### src/rtl/sub_serial4_if.sv
// sub_serial4_if: operand/result bundle for the slice-serial subtractor.
// Ports: in_valid/in_ready/a/b/bin (operand side), out_valid/out_ready/diff/bout/zero/ovf (result side).
// master = producer/consumer around the block, slave = the subtractor itself.
interface sub_serial4_if #(
  parameter int WIDTH = 16
);
  logic             in_valid;
  logic             in_ready;
  logic [WIDTH-1:0] a;
  logic [WIDTH-1:0] b;
  logic             bin;
  logic             out_valid;
  logic             out_ready;
  logic [WIDTH-1:0] diff;
  logic             bout;
  logic             zero;
  logic             ovf;

  modport master (
    output in_valid, a, b, bin, out_ready,
    input  in_ready, out_valid, diff, bout, zero, ovf
  );

  modport slave (
    input  in_valid, a, b, bin, out_ready,
    output in_ready, out_valid, diff, bout, zero, ovf
  );
endinterface

### src/rtl/sub_serial4.sv
// sub_serial4: slice-serial a - b - bin, 4 bits per clock, LSB slice first, borrow registered between slices.
// Latency: out_valid rises NSLICE edges after the accepting edge; one operation in flight (>= NSLICE+2 cycles each).
// Backpressure: result held in DONE until out_ready; in_ready only in IDLE. Ports: clk, rst_n, bus (slave modport).
module sub_serial4 #(
  parameter int WIDTH = 16
) (
  input  logic          clk,
  input  logic          rst_n,
  sub_serial4_if.slave  bus
);

  localparam int NSLICE = WIDTH / 4;
  localparam int IDXW   = (NSLICE > 1) ? $clog2(NSLICE) : 1;

  if ((WIDTH % 4) != 0 || WIDTH < 4) begin : g_width_check
    $error("sub_serial4: WIDTH must be a multiple of 4 and >= 4");
  end

  typedef enum logic [1:0] {IDLE, RUN, DONE} state_t;

  state_t            state_q, state_d;
  logic [IDXW-1:0]   idx_q, idx_d;
  logic              borrow_q, borrow_d;
  logic [WIDTH-1:0]  a_q, a_d;
  logic [WIDTH-1:0]  b_q, b_d;
  logic [WIDTH-1:0]  diff_q, diff_d;
  logic              bout_q, bout_d;
  logic              zero_q, zero_d;
  logic              ovf_q, ovf_d;
  logic              out_valid_q, out_valid_d;

  logic [IDXW+1:0]   base;
  logic [3:0]        slice_a, slice_b;
  logic [4:0]        slice_sum;
  logic              last_slice;
  logic [WIDTH-1:0]  diff_upd;

  assign base       = {idx_q, 2'b00};
  assign slice_a    = a_q[base +: 4];
  assign slice_b    = b_q[base +: 4];
  // a - b - borrow == a + ~b + ~borrow; carry out of the slice is the inverse of the borrow out.
  assign slice_sum  = {1'b0, slice_a} + {1'b0, ~slice_b} + {4'b0000, ~borrow_q};
  assign last_slice = (idx_q == IDXW'(NSLICE - 1));

  always_comb begin
    diff_upd             = diff_q;
    diff_upd[base +: 4]  = slice_sum[3:0];
  end

  always_comb begin
    state_d     = state_q;
    idx_d       = idx_q;
    borrow_d    = borrow_q;
    a_d         = a_q;
    b_d         = b_q;
    diff_d      = diff_q;
    bout_d      = bout_q;
    zero_d      = zero_q;
    ovf_d       = ovf_q;
    out_valid_d = out_valid_q;

    case (state_q)
      IDLE: begin
        if (bus.in_valid) begin
          a_d      = bus.a;
          b_d      = bus.b;
          borrow_d = bus.bin;
          idx_d    = '0;
          state_d  = RUN;
        end
      end
      RUN: begin
        diff_d   = diff_upd;
        borrow_d = ~slice_sum[4];
        idx_d    = idx_q + 1'b1;
        if (last_slice) begin
          // Flags are taken from the fully assembled result, including the slice written this cycle.
          bout_d      = ~slice_sum[4];
          zero_d      = (diff_upd == '0);
          ovf_d       = (a_q[WIDTH-1] != b_q[WIDTH-1]) && (diff_upd[WIDTH-1] != a_q[WIDTH-1]);
          out_valid_d = 1'b1;
          idx_d       = '0;
          state_d     = DONE;
        end
      end
      DONE: begin
        if (bus.out_ready) begin
          out_valid_d = 1'b0;
          state_d     = IDLE;
        end
      end
      default: begin
        state_d     = IDLE;
        out_valid_d = 1'b0;
      end
    endcase
  end

  always_ff @(posedge clk or negedge rst_n) begin
    if (!rst_n) begin
      state_q     <= IDLE;
      idx_q       <= '0;
      borrow_q    <= 1'b0;
      a_q         <= '0;
      b_q         <= '0;
      diff_q      <= '0;
      bout_q      <= 1'b0;
      zero_q      <= 1'b0;
      ovf_q       <= 1'b0;
      out_valid_q <= 1'b0;
    end else begin
      state_q     <= state_d;
      idx_q       <= idx_d;
      borrow_q    <= borrow_d;
      a_q         <= a_d;
      b_q         <= b_d;
      diff_q      <= diff_d;
      bout_q      <= bout_d;
      zero_q      <= zero_d;
      ovf_q       <= ovf_d;
      out_valid_q <= out_valid_d;
    end
  end

  assign bus.in_ready  = (state_q == IDLE);
  assign bus.out_valid = out_valid_q;
  assign bus.diff      = diff_q;
  assign bus.bout      = bout_q;
  assign bus.zero      = zero_q;
  assign bus.ovf       = ovf_q;

endmodule

### src/flat_wrapper.sv
// flat-port wrapper written by rule: the top's interface ports become plain ports
module sub_serial4_flat 
#(
  parameter int WIDTH = 16
)
  (clk, rst_n, bus_in_valid, bus_a, bus_b, bus_bin, bus_out_ready, bus_in_ready, bus_out_valid, bus_diff, bus_bout, bus_zero, bus_ovf);
  sub_serial4_if #(.WIDTH(WIDTH)) bus_i ();
  input  logic clk;
  input  logic rst_n;
  input wire logic [$bits(bus_i.in_valid)-1:0] bus_in_valid;
  input wire logic [$bits(bus_i.a)-1:0] bus_a;
  input wire logic [$bits(bus_i.b)-1:0] bus_b;
  input wire logic [$bits(bus_i.bin)-1:0] bus_bin;
  input wire logic [$bits(bus_i.out_ready)-1:0] bus_out_ready;
  output wire logic [$bits(bus_i.in_ready)-1:0] bus_in_ready;
  output wire logic [$bits(bus_i.out_valid)-1:0] bus_out_valid;
  output wire logic [$bits(bus_i.diff)-1:0] bus_diff;
  output wire logic [$bits(bus_i.bout)-1:0] bus_bout;
  output wire logic [$bits(bus_i.zero)-1:0] bus_zero;
  output wire logic [$bits(bus_i.ovf)-1:0] bus_ovf;
  assign bus_i.in_valid = bus_in_valid;
  assign bus_i.a = bus_a;
  assign bus_i.b = bus_b;
  assign bus_i.bin = bus_bin;
  assign bus_i.out_ready = bus_out_ready;
  assign bus_in_ready = bus_i.in_ready;
  assign bus_out_valid = bus_i.out_valid;
  assign bus_diff = bus_i.diff;
  assign bus_bout = bus_i.bout;
  assign bus_zero = bus_i.zero;
  assign bus_ovf = bus_i.ovf;
  sub_serial4 #(.WIDTH(WIDTH)) u_core (.clk(clk), .rst_n(rst_n), .bus(bus_i));
endmodule
### config.mk
export PLATFORM = sky130hd
export DESIGN_NAME = sub_serial4_flat
export DESIGN_NICKNAME = d
export VERILOG_FILES = /design/src/rtl/sub_serial4_if.sv /design/src/rtl/sub_serial4.sv /design/src/flat_wrapper.sv
export SDC_FILE = /design/constraint.sdc
export NUM_CORES = 1
export LEC_CHECK = 0
export ABC_AREA = 1
export BUFFER_PORTS_ARGS = -buffer_cell sky130_fd_sc_hd__buf_2
export CAP_MARGIN = 40
export CORE_MARGIN = 1.5
export CORE_UTILIZATION = 50
export CTS_CLUSTER_DIAMETER = 30
export CTS_CLUSTER_SIZE = 8
export DETAILED_ROUTE_END_ITERATION = 6
export GPL_TIMING_DRIVEN = 0
export PLACE_DENSITY_LB_ADDON = 0.3
export REMOVE_ABC_BUFFERS = 1
export SLEW_MARGIN = 20
export SYNTH_ARGS = -nofsm -noshare
export SYNTH_HDL_FRONTEND = slang
export SYNTH_SLANG_ARGS = --single-unit
### constraint.sdc
create_clock -name clk -period 3.8 [get_ports clk]
set_input_delay 0.38 -clock clk [delete_from_list [all_inputs] [get_ports clk]]
set_output_delay 0.38 -clock clk [all_outputs]
set_load 0.03 [all_outputs]
==> reports/results.ini, run 1 <==
[status]
outcome = complete, no violations

[route]
route.detailed.drc = 0
first_pass_iters = 4
drt_iter0_drc = 197
ant_nets = 0
wl_per_cell_um = 12.5
routed_wl_mm = 6.58
viasPerCell = 5.08
num_vias = 2674

[synthesis]
synth_edf_count = 0
synthMuxAreaShare_pct = 0
yosysWarnings = 0
synthFlopType = dfrtp_1
synth_top_family_by_area = simple AND/OR/NAND/NOR gates
ys_ff_latch = 57
synth_area_leaders = dfrtp_1, nand2_1, nor2_1, ha_1, o21ai_0
synth_top_cell_area_share_pct = 48.3
synth-simple-area-share_pct = 31.3
synthAdderAreaFrac_pct = 5.17
synth_xor_area_share_pct = 0
synth_compound_area_share_pct = 9.11
synth_area_leader_cell = dfrtp_1
ys_seq_area_share_pct = 48.3
avgSynthCellArea_um2 = 7.47
synth_area_um2 = 2950
syn_inst = 395
async_reset_ff_share_pct = 100
post_synth_num_cell_types = 24

[floorplanning]
die_w_um = 79.8
core_area_um2 = 5610
die_y_um = 79.8
dieArea_um2 = 6370
pin_count = 58
start_util_pct = 52.6
rows = 27

[finish]
layout_common_cells = nand2_1, dfrtp_1, buf_2, nor2_1, inv_1
finalNonFillerCells = 526
area_growth_pct = 19.0
diodes = 0
final_layout_size_suffix_gt1_share_pct = 17.0
final_common_cell = nand2_1
nNetsFinal = 498
final_core_util_pct = 62.7

[power]
power.leakage_nw = 1.92
ir_worst_vdd_v = 0.000484
pwr-share-seq_pct = 29.0
clkPwrFrac_pct = 17.9
power.density_nw_per_um2 = 1050
p_comb_share_pct = 53.1
p_int_mw = 1.96
p_sw_mw = 1.73
swShare_pct = 46.9

[clocking]
clk_latency_ns = 0.35
clock_path_buffers = 2
postCtsResizedCells = 0
cts-root-buf = clkbuf_8
cts_tree = yes
cts_buffers = 9
clkSinkCount = 57
postCtsSetupRepairBufs = 0
cts.clk_slew.worst_paths_ns = 0.06
ctsHoldBuffers = 0
htree_levels = 3

[critical_path]
cp.required_ns = 4.09
start_kind = register
worstSetupPathType = reg2reg
crit_arrival_ns = 3.54
critPathMaxFanout = 22
end_kind = register
r2r_cells = 16

[sta]
setup_viol = 0
post-route-period-util_pct = 85.6
worst_pin_slew_ns = 0.713
fin_skew_ns = 0.00668
slew_viol_final = 0
setup_tns_ns = 0
relSlewSlack_pct = 52.5
fmax_ghz = 0.308
hold_viol = 0
rsz0062_at_grt = false
period_minus_slack_ns = 3.25

[grt]
grt.total_usage_pct = 23.4
grt_pass1_wl_mm = 11.3
grt_antenna_before_repair = 0
overflow = 0
grt_max_degree = 58
grt_pass1_vias = 2484

[place]
placed_cells = 510
dp_hpwl_mm = 4.43
port-buffer-count = 57
gp_congestion = 0.832

[flow_run]
maxCapViolCount = 0

[hold_path]
hp-class = in2async

==> final timing paths <==
path	start	end	slack, ns
setup reg to reg	u_core.idx_q[0]	u_core.bus.zero	0.55
max in group asynchronous	rst_n	u_core.b_q[15]	3.24
hold reg to reg	u_core.a_q[9]	u_core.a_q[9]	0.47
min in group clk	bus_a[8]	u_core.a_q[8]	0.22
hold / removal	rst_n	u_core.b_q[14]	0.09
setup / recovery	u_core.idx_q[0]	u_core.bus.zero	0.55
==> sequential cells by signal, indices dropped and copies added (netlist names) <==
| signal | count |
|---|---|
| u_core.a_q | 16 |
| u_core.b_q | 16 |
| u_core.bus.diff | 16 |
| u_core.idx_q | 2 |
| u_core.state_q | 2 |
| u_core.borrow_q | 1 |
| u_core.bus.bout | 1 |
| u_core.bus.out_valid | 1 |
| u_core.bus.ovf | 1 |
| u_core.bus.zero | 1 |
==> critical path, stage by stage, from the launching register on <==
cell	delay, ns
dfrtp_1	0.51
buf_8	0.22
inv_2	0.29
nand2_1	0.10
a32o_1	0.28
fa_1	0.39
inv_1	0.09
fa_1	0.47
nand3_1	0.13
o21ai_0	0.13
nor2_1	0.13
nand2_1	0.06
nor2_1	0.08
nand2_1	0.05
nor2_1	0.09
nand3_1	0.09
nand2_1	0.06
==> layout make-up <==
cell class	count	area [µm²]
timing repair buffer	59	318
sequential	57	1430
clock inverter	2	60.1
clock buffer	13	169
fill	530	2090
tap	72	90.1
multi-input combinational	295	1350
inverter	28	105
==> per-layer routing <==
layer / GRT usage [%] / part of all wire, % / vias up
met3: 4.91 / 4.6 / 12
met1: 30.8 / 47 / 1232
li1: - / - / 1359
met2: 36.9 / 46 / 71
met5: 0 / 0 / -
met4: 11.4 / 2.6 / 0
==> power by group through the flow <==
stage	registers (mW)	clock network [mW]	logic, mW
after floorplan	1.23	0	1.25
after global placement	1.10	0	1.84
after detailed placement	1.10	0	1.89
after CTS	1.09	0.671	1.91
after global routing	1.10	0.703	2.25
final	1.07	0.660	1.96
==> cells in the mapped netlist, drive strengths merged (2+ instances only) <==
library cell and count:
inv 28, o22ai 5, fa 2, dfrtp 57, a31oi 8, nand4 2
clkbuf 6, buf 9, o21ai 23, a32o 3, nand2 176, a21oi 7
nand3 12, nor2 43, ha 9, nand3b 2
==> metrics by stage <==
| step | hold slack (ns) | power (mW) | worst slack [ns] | cell area, µm² |
|---|---|---|---|---|
| 2_1_floorplan | 0.0844 | 2.48 | 0.895 | 2880 |
| 3_3_place_gp | 0.459 | 2.93 | 0.310 | 3250 |
| 3_5_place_dp | 0.460 | 2.99 | 0.301 | 3270 |
| 4_1_cts | 0.120 | 3.68 | 0.247 | 3500 |
| 5_1_grt | 0.160 | 4.05 | 0.228 | 3510 |
| 6_report | 0.0901 | 3.69 | 0.549 | 3510 |
==> cells by family (layout without fill, tap and decap cells) <==
logic type | count (synthesis) | count (layout)
AO/OA/AOI/OAI | 47 | 47
adder cells (fa/ha/maj) | 11 | 11
flip-flops | 57 | 57
buffers and inverters | 43 | 102
AND/OR/NAND/NOR | 237 | 237
(Power assumes the default switching activity.)
==> run 2, diff against run 1 <==
--- a/config.mk
+++ b/config.mk
@@ -6,8 +6,10 @@
 export NUM_CORES = 1
 export LEC_CHECK = 0
 export ABC_AREA = 1
+export ABC_CLOCK_PERIOD_IN_PS = 3800
 export BUFFER_PORTS_ARGS = -buffer_cell sky130_fd_sc_hd__buf_2
 export CAP_MARGIN = 40
+export CORE_ASPECT_RATIO = 0.7
 export CORE_MARGIN = 1.5
 export CORE_UTILIZATION = 50
 export CTS_CLUSTER_DIAMETER = 30
==> run 2 against run 1 <==
  * Non-clock buffer count is the same
  * Hold slack worse by 0.0042 ns
  * Fmax is 4.2% lower
  * Combinational power about the same
  * Global-route usage is 0.70 points lower
  * Utilization down 0.66 points
  * Cell area increased by 0.53%
  * Routed wire length is 0.71% lower
  * Largest cell class unchanged
  * First-iteration DRC count down 28%
  * Setup slack worse by 0.14 ns
  * Total power up 0.58%
==> reports/results.ini, run 2 (synthesis results as in run 1) <==
[grt]
grt_use_met2_pct = 36.0  ; was 36.9%
grt_pass1_vias = 2465  ; was 2484
overflow = 0  ; unchanged
grt-busiest-layer = met2  ; unchanged
grt.total_usage_pct = 22.7  ; was 23.4%
use_met3_pct = 5.74  ; was 4.91%
grt_max_degree = 58  ; unchanged
grt_antenna_before_repair = 0  ; unchanged
grt_pass1_wl_mm = 11.0  ; was 11.3 mm
grt_use_met1_pct = 30.9  ; was 30.8%

[floorplanning]
pin_count = 58  ; unchanged
start_util_pct = 51.8  ; was 52.6%
dieArea_um2 = 6380  ; was 6370 µm²
core_area_um2 = 5700  ; was 5610 µm²
die_y_um = 67.3  ; was 79.8 µm
die_w_um = 94.8  ; was 79.8 µm
rows = 23  ; was 27

[clocking]
postCtsSetupRepairBufs = 0  ; unchanged
ctsHoldBuffers = 0  ; unchanged
cts_tree = yes  ; unchanged
postCtsResizedCells = 0  ; unchanged
cts-root-buf = clkbuf_8  ; unchanged
clk_latency_ns = 0.34  ; was 0.35 ns
cts.clk_slew.worst_paths_ns = 0.07  ; was 0.06 ns
htree_levels = 3  ; unchanged
clkSinkCount = 57  ; unchanged
clock_path_buffers = 2  ; unchanged
cts_buffers = 9  ; unchanged

[sta]
worst_pin_slew_ns = 0.710  ; was 0.713 ns
period_minus_slack_ns = 3.39  ; was 3.25 ns
hold_viol = 0  ; unchanged
relSlewSlack_pct = 52.7  ; was 52.5%
post-route-period-util_pct = 89.3  ; was 85.6%
fin_skew_ns = 0.00714  ; was 0.00668 ns
setup_tns_ns = 0  ; unchanged
fmax_ghz = 0.295  ; was 0.308 GHz
setup_viol = 0  ; unchanged
slew_viol_final = 0  ; unchanged
rsz0062_at_grt = false  ; unchanged

[power]
ir_worst_vdd_v = 0.000417  ; was 0.000484 V
power.density_nw_per_um2 = 1050  ; about the same
power.leakage_nw = 1.93  ; was 1.92 nW

[critical_path]
rr_startpoint = u_core.idx_q[0]  ; unchanged
startpoint = u_core.idx_q[0]  ; unchanged
critPathMaxFanout = 22  ; unchanged
end_kind = register  ; unchanged
crit_arrival_ns = 3.67  ; was 3.54 ns
crit_buf_inv = 3  ; unchanged
worstSetupPathType = reg2reg  ; unchanged
critPathTopFamily = simple AND/OR/NAND/NOR gates  ; was adder cells
start_kind = register  ; unchanged
slowest_stage = dfrtp_1  ; unchanged
crit_path_cell_trace = buf_8 -> inv_2 -> nand2_1 -> a32o_1 -> fa_1 -> inv_1 -> fa_1 -> nand3_1 -> o21ai_0 -> nor2_1 -> nand2_1 -> nor2_1 -> nand2_1 -> nor2_1 -> nand3_1 -> nand2_1  ; unchanged
cpMostUsedCell = nand2_1  ; unchanged
cp.required_ns = 4.08  ; was 4.09 ns
crit_path_max_incr_delay_ns = 0.57  ; was 0.51 ns

[finish]
area_growth_pct = 19.7  ; was 19.0%
final_core_util_pct = 62.0  ; was 62.7%
fillerInstances = 541  ; was 530
final_layout_size_suffix_gt1_share_pct = 17.1  ; was 17.0%
diodes = 0  ; unchanged
ff_latch_area_um2 = 1430  ; unchanged
final_common_cell = nand2_1  ; unchanged
layout_common_cells = nand2_1, dfrtp_1, buf_2, nor2_1, inv_1  ; unchanged
multi_input_area_um2 = 1350  ; unchanged
nNetsFinal = 498  ; unchanged

[route]
num_vias = 2628  ; was 2674
viasPerCell = 4.96  ; was 5.08
first_pass_iters = 4  ; unchanged
drt_iter0_drc = 142  ; was 197
ant_nets = 0  ; unchanged
routed_wl_mm = 6.53  ; was 6.58 mm
route.detailed.drc = 0  ; unchanged
wl_per_cell_um = 12.3  ; was 12.5 µm

[place]
port-buffer-count = 57  ; unchanged
dp_hpwl_mm = 4.56  ; was 4.43 mm
gp_congestion = 0.831  ; was 0.832

[status]
outcome = complete, no violations  ; unchanged

[flow_run]
maxCapViolCount = 0  ; unchanged

[hold_path]
hp-class = in2async  ; unchanged

run 2: cell types whose count changed in the layout (fill, tap and decap cells not counted):
cell / delta
clkinvlp_4: +1
clkinv_2: +1
bufinv_16: +1
clkbuf_8: -2
run 2: layer usage:
metal,vias to the layer above,wire length [µm]
li1,1362,-
met1,1180,3300
met2,75,2770
met3,11,372
met4,0,91
met5,-,0
run 2: stage by stage:
stage                     setup slack, ns  cell area [µm²]  total power, mW  hold slack (ns)  std cells
after detailed placement            0.491             3290             3.02            0.461        514
final                               0.406             3530             3.71           0.0859        530
after global routing                0.175             3530             4.06            0.147        530
after CTS                           0.417             3530             3.73            0.109        530
after floorplan                     0.895             2880             2.48           0.0844        380
after global placement              0.234             3260             2.93            0.457        512
run 2: cell type report:
type	instances	share of cell area, %
clock buffers	11	4.00
clock inverters	5	2.90
inverters	28	2.98
multi-input cells	295	38.1
flip-flops and latches	57	40.4
well taps	75	2.66
repair buffers	59	9.00
run 2: path summary, 6_finish.rpt:
check / end / depth (start not counted) / slack, ns
max: u_core.bus.zero / 16 / 0.41
min: u_core.a_q[4] / 1 / 0.09
max reg2reg: u_core.bus.zero / 16 / 0.41
min reg2reg: u_core.a_q[9] / 2 / 0.47
max in group asynchronous: u_core.b_q[14] / 1 / 3.23
min in group clk: u_core.a_q[10] / 3 / 0.23
run 2: where the power goes:
part	internal, mW	total [mW]	leakage, nW	switching [mW]
clock	0.452	0.696	0.120	0.244
combinational	0.647	1.93	1.09	1.28
sequential	0.889	1.09	0.712	0.197
total	1.99	3.71	1.93	1.72
